<file path="config.mk">
export PLATFORM = sky130hd
export DESIGN_NAME = serial_addsub
export DESIGN_NICKNAME = d
export VERILOG_FILES = /design/src/rtl/serial_addsub.sv
export SDC_FILE = /design/constraint.sdc
export NUM_CORES = 1
export LEC_CHECK = 0
export ABC_AREA = 1
export BUFFER_PORTS_ARGS = -buffer_cell sky130_fd_sc_hd__buf_2
export CAP_MARGIN = 20
export CORE_UTILIZATION = 57
export DETAILED_ROUTE_END_ITERATION = 16
export MAX_ROUTING_LAYER = met4
export PLACE_DENSITY_LB_ADDON = 0.1
export SLEW_MARGIN = 20
export SYNTH_ARGS = -nofsm -noshare
export SYNTH_HDL_FRONTEND = slang
export SYNTH_SLANG_ARGS = --single-unit
export TNS_END_PERCENT = 30
</file>
<file path="constraint.sdc">
create_clock -name CLK -period 2.95 [get_ports CLK]
set_clock_uncertainty 0.15 [all_clocks]
set_input_delay 0.59 -clock CLK [delete_from_list [all_inputs] [get_ports CLK]]
set_output_delay 0.59 -clock CLK [all_outputs]
set_load 0.005 [all_outputs]
</file>
<file path="src/rtl/serial_addsub.sv">
// Bit-serial two's-complement adder/subtractor: one full-adder slice, WIDTH cycles per operation.
// Optional signed-overflow flag compiled in with `define SERIAL_ADDSUB_OVF_EN.
module serial_addsub #(
  parameter int unsigned WIDTH = 4
) (
  input  logic             CLK,
  input  logic             RSTN,
  input  logic             START,
  input  logic             SUB,
  input  logic [WIDTH-1:0] A,
  input  logic [WIDTH-1:0] B,
  output logic             BUSY,
  output logic             DONE,
  output logic [WIDTH-1:0] S,
  output logic             COUT,
  output logic             OVF
);

  localparam int unsigned CW = (WIDTH > 1) ? $clog2(WIDTH) : 1;

  localparam logic [1:0] ST_IDLE  = 2'd0;
  localparam logic [1:0] ST_SHIFT = 2'd1;
  localparam logic [1:0] ST_FIN   = 2'd2;

  logic [1:0]       state;
  logic [1:0]       state_nxt;
  logic             load;
  logic             step;
  logic             last;

  logic [WIDTH-1:0] op_a;
  logic [WIDTH-1:0] op_b;
  logic [WIDTH-2:0] res;
  logic [CW-1:0]    cnt;
  logic             carry;

  logic             sum_c;
  logic             carry_nxt_c;
  logic [WIDTH-1:0] res_full_c;

  // Single full-adder slice on the operand LSBs.
  assign sum_c       = op_a[0] ^ op_b[0] ^ carry;
  assign carry_nxt_c = (op_a[0] & op_b[0]) | (op_a[0] & carry) | (op_b[0] & carry);
  assign res_full_c  = {sum_c, res};

  always_ff @(posedge CLK or negedge RSTN) begin
    if (!RSTN) state <= ST_IDLE;
    else       state <= state_nxt;
  end

  // Next state and datapath controls; FIN accepts START like IDLE.
  always_comb begin
    state_nxt = state;
    load      = 1'b0;
    step      = 1'b0;
    last      = 1'b0;
    case (state)
      ST_IDLE: begin
        if (START) begin
          load      = 1'b1;
          state_nxt = ST_SHIFT;
        end
      end
      ST_SHIFT: begin
        step = 1'b1;
        if (cnt == CW'(WIDTH - 1)) begin
          last      = 1'b1;
          state_nxt = ST_FIN;
        end
      end
      ST_FIN: begin
        if (START) begin
          load      = 1'b1;
          state_nxt = ST_SHIFT;
        end else begin
          state_nxt = ST_IDLE;
        end
      end
      default: state_nxt = ST_IDLE;
    endcase
  end

  always_ff @(posedge CLK or negedge RSTN) begin
    if (!RSTN) begin
      op_a  <= '0;
      op_b  <= '0;
      res   <= '0;
      cnt   <= '0;
      carry <= 1'b0;
      S     <= '0;
      COUT  <= 1'b0;
      BUSY  <= 1'b0;
      DONE  <= 1'b0;
    end else begin
      BUSY <= (state_nxt == ST_SHIFT);
      DONE <= (state_nxt == ST_FIN);
      if (load) begin
        // Subtraction is A + ~B + 1: invert B and seed the carry with 1.
        op_a  <= A;
        op_b  <= SUB ? ~B : B;
        carry <= SUB;
        cnt   <= '0;
      end else if (step) begin
        op_a  <= op_a >> 1;
        op_b  <= op_b >> 1;
        res   <= res_full_c[WIDTH-1:1];
        carry <= carry_nxt_c;
        cnt   <= cnt + CW'(1);
        if (last) begin
          S    <= res_full_c;
          COUT <= carry_nxt_c;
        end
      end
    end
  end

`ifdef SERIAL_ADDSUB_OVF_EN
  logic cmsb_c;

  // On the last step the carry register holds the carry into the MSB.
  assign cmsb_c = carry;

  always_ff @(posedge CLK or negedge RSTN) begin
    if (!RSTN)            OVF <= 1'b0;
    else if (step && last) OVF <= cmsb_c ^ carry_nxt_c;
  end
`else
  assign OVF = 1'b0;
`endif

endmodule

</file>
; ---- Yosys cells after proc, flatten, opt, wreduce, memory -nomap -nowiden
; Index checks and enable logic that the tools add are counted.
[op_classes]
add_sub_neg = 1
eq_ne = 5
muxes = 18
bitwise_logic = 9
n_reduce_logical = 5
[op_table]
columns = op, n
row1 = two-way mux 4 bit, 5
row2 = two-way mux 1 bit, 8
row3 = two-way mux 2 bit, 4
row4 = "equality test 2 bit, second input constant", 3
row5 = one-hot mux 2 bit (3 select lines), 1
row6 = "equality test 2 x 1 -> 1 bit, second input constant", 2
row7 = inverter 4 bit, 1
row8 = bitwise AND 1 bit, 3
row9 = AND reduction 3 bit, 1
row10 = "adder 2 x 1 -> 2 bit, second input constant", 1
row11 = logical NOT 2 bit, 1
row12 = bitwise OR 1 bit, 2
row13 = AND reduction 2 bit, 1
row14 = nonzero test 2 bit, 1
row15 = OR reduction 2 bit, 1
row16 = bitwise XOR 1 bit, 2
row17 = inverter 1 bit, 1
[totals]
register_bits = 23
inputBits = 12
out_inout_bits = 8
word_cells = 48

; ---- Longest topological paths before layout
[depth]
ltp_word = 5
ltp_mapped = 7
mapped_depth_nobuf = 6

; ---- Worst setup path before layout
; No wires, ideal clock.
[synth_timing]
kind = flip-flop to flip-flop
startpoint = reg op_a[0]
endpoint = reg carry
setup_ns = 0.116
t_arrival_ns = 1.016
t_required_ns = 2.684
path_slack_ns = 1.668
stages_incl_launch_ff = 6
path_buffers = 0
period_less_slack_ns = 1.282
path_cell_list = dfrtp_1 > fa_1 > nand3_1 > nand2_1 > inv_1 > nand2_1
[synth_between]
elab_chain_len = 5
elab_cells_between_ends = 6
classes_between = mux: 2 / bitwise: 4
[synth_rtl]
columns = element, line
row1 = "start, declared", 31  ; logic [WIDTH-1:0] op_a;
row2 = "start signal, assigned", 104  ; op_a <= op_a >> 1;
row3 = bitwise AND 1 bit, 43  ; assign carry_nxt_c = (op_a[0] & op_b[0]) | (op_a[0] & carry) | (op_b[0] & carry);
row4 = bitwise OR 1 bit * (2 in a row), 43
row5 = via carry_nxt_c, 38  ; logic carry_nxt_c;
row6 = two-way mux 1 bit *, 103  ; end else if (step) begin
row7 = two-way mux 1 bit *, 97  ; if (load) begin
row8 = "end signal, assigned", 107  ; carry <= carry_nxt_c;
row9 = "end, declared", 35  ; logic carry;
; The timed path passes the listed nets; every way through them passes the cells marked *. The select of a mux whose other input is x is not followed.
; A chain may end at the register's enable or synchronous reset.

; ---- Final worst setup path
[layout_timing]
startpoint = reg S[3]
endpoint = out S[3]
[layout_lines]
columns = element, line
row1 = "start, declared", 14  ; output logic [WIDTH-1:0] S,
row2 = "start signal, assigned", 110  ; S <= res_full_c;
; No word-level cell between the ends.

==> flow_summary.yaml <==
floorplan:
  rows: 15
  core_um2: 1750
  die_area_um2: 2040
  start_util_pct: 60.9
  dieWidth_um: 45.2
  die_y_um: 45.2
  num_io_pins: 20
worst_setup_path:
  path_depth: 1
  arrival_ns: 0.83
  critical_path.cell_chain: "buf_2"
  regToRegEndpoint: "S[2]"
  critPathKind: "reg -> out"
  regToRegSetupSlack_ns: 1.49
  r2r_cells: 5
  reg2reg_from: "state[1]"
  path_delay_family: "flip-flops"
  cpMaxStageDelayCell: "dfrtp_1"
  cp-start-kind: "flip-flop"
  worst-path-buf-inv: 1
  required_ns: 2.21
  slowest_delay_ns: 0.40
  endpoint_kind: "output port"
  critical_path.max_fanout: 2
synthesis:
  syn_inst: 126
  synth_area_leaders: "dfrtp_1 54%, nand2_1 18%, nand3_1 8.0%"
  synth-compound-area-share_pct: 2.35
  yosysMostFrequentCell: "nand2_1"
  synth_top_cell_area_share_pct: 54.1
  synth_edf_count: 0
  synth_seq_cells: 23
  synth_common_cells: "51 x nand2_1, 23 x dfrtp_1, 17 x nand3_1"
  synth_area_um2: 1060
  synth_cell_types: 17
  synth_xor_area_share_pct: 0
  avgSynthCellArea_um2: 8.44
  ys.flop_type: "dfrtp_1"
  synth_simple_gate_area_share_pct: 33.3
  synth_top_family_by_area: "simple AND/OR/NAND/NOR gates"
  synth_fa_ha_area_share_pct: 3.06
  synth-seq-area-share_pct: 54.1
  yosysTopAreaCell: "dfrtp_1"
  synth_mux_area_share_pct: 0
  syn_nets: 140
  async_flop_share_pct: 100
  ys_warn_count: 0
clock_tree:
  cts_sinks: 23
  cts_resized: 0
  cts_tree: "yes"
  post_cts_buffers: 0
  clockBufferDepth: 2
  h-tree-depth: 1
  path_clk_slew_ns: 0.12
  clk-insertion-delay-late_ns: 0.30
  hold_buffers: 0
  root_buffer: "clkbuf_4"
  cts-buffers-inserted: 3
timing:
  finalHoldViolations: 0
  period_needed_ns: 1.57
  rsz0062_at_grt: "false"
  setup_violations: 0
  fmax_mhz: 638
  finalSetupTns_ns: 0
  post-route-period-util_pct: 53.1
  maxSlewViolCount: 0
  hold_slack_ns: 0.0754
cells_and_area:
  design_area_um2: 1190
  n_antenna_cell: 0
  fillers: 167
  drive_gt1_share_pct: 20.5
  nets: 161
  syn_to_final_growth_pct: 12.2
  utilization_pct: 68.4
route:
  routed_wl_um: 1930
  drt_first_iter_violations: 31
  drc: 0
  drt_pre_antenna_iters: 4
  wl_per_cell_um: 11.3
  vias_per_cell: 4.92
  antenna_left: 0
  vias: 842
global_route:
  grt_overflow_total: 0
  grt.total_usage_pct: 23.8
  grt_pass1_wl_um: 3350
  antenna_found_initial: 0
  grt_max_degree: 24
  grt_pass1_vias: 785
place:
  place_area_um2: 1170
  place.gp.congestion: 0.761
  io_buffers: 18
  dpl.hpwl_um: 1460
pwr:
  ir_drop_v: 0.000486
  p_leak_nw: 0.678
  power_density_nw_per_um2: 1000
job:
  cap_violations: 0
worst_hold_path:
  hp-class: "in -> async"
status:
  status: "finished clean"
## cells by family after synthesis
group           after synthesis
flops                        23
compound gates                5
fa+ha+maj                     2
other cells                   1
buf+inv                      16
simple gates                 79
## where the power goes
group	switching (W)	internal, W	leakage (nW)	total, W
Sequential	0.0000987	0.000459	0.289	0.000558
Clock	0.0000899	0.0000505	0.0177	0.000140
Combinational	0.000305	0.000191	0.371	0.000496
## metrics by stage
| step | setup slack, ns | std cells | total power (W) |
|---|---|---|---|
| CTS | 1.36 | 171 | 0.00121 |
| detailed placement | 1.49 | 167 | 0.00106 |
| finish | 1.38 | 171 | 0.00119 |
| floorplan | 1.67 | 126 | 0.000927 |
| global route | 1.33 | 171 | 0.00132 |
| global placement | 1.52 | 167 | 0.00104 |
## layout make-up
class	instances	area, µm²	share of cell area (%)
Clock buffer	3	22.5	1.89
Clock inverter	1	5.00	0.419
Inverter	14	53.8	4.51
Multi-Input combinational cell	87	415	34.8
Sequential cell	23	576	48.2
Tap cell	25	31.3	2.62
Timing Repair Buffer	18	90.1	7.55
## worst max-delay path by stage
stage / start / to / slack [ns]
after global routing: S[0] / S[0] / 1.33
final: S[3] / S[3] / 1.38
after CTS: S[0] / S[0] / 1.36
after detailed placement: START / op_a[0] / 1.49
after floorplan: op_a[0] / carry / 1.67
after global placement: START / op_a[3] / 1.52
## cells in the final DEF (no fill, tap or decap)
cell type   n
nor2_1      6
nand2_1    51
inv_2       2
fa_1        1
nand2_4     2
o21ai_0     4
nand3_1    17
buf_2      18
nor2_8      1
clkinv_2    2
a21oi_1     1
dfrtp_1    23
conb_1      1
clkbuf_4    3
inv_1      11
ha_1        1
nand2_2     2
## registers in the layout, summed over array words and instances (netlist names), 2 cells and up
| name | count |
|---|---|
| op_a | 4 |
| res | 3 |
| S | 4 |
| state | 2 |
| cnt | 2 |
| op_b | 4 |
## per-layer routing
layer	up-vias	wire length (µm)	part of all wire (%)	track usage [%]
li1	426	-	-	-
met5	-	0	0	-
met3	2	68	3.5	3.60
met2	22	980	51	39.1
met4	0	12	0.62	9.09
met1	392	867	45	29.5
(Power assumes the default switching activity.)
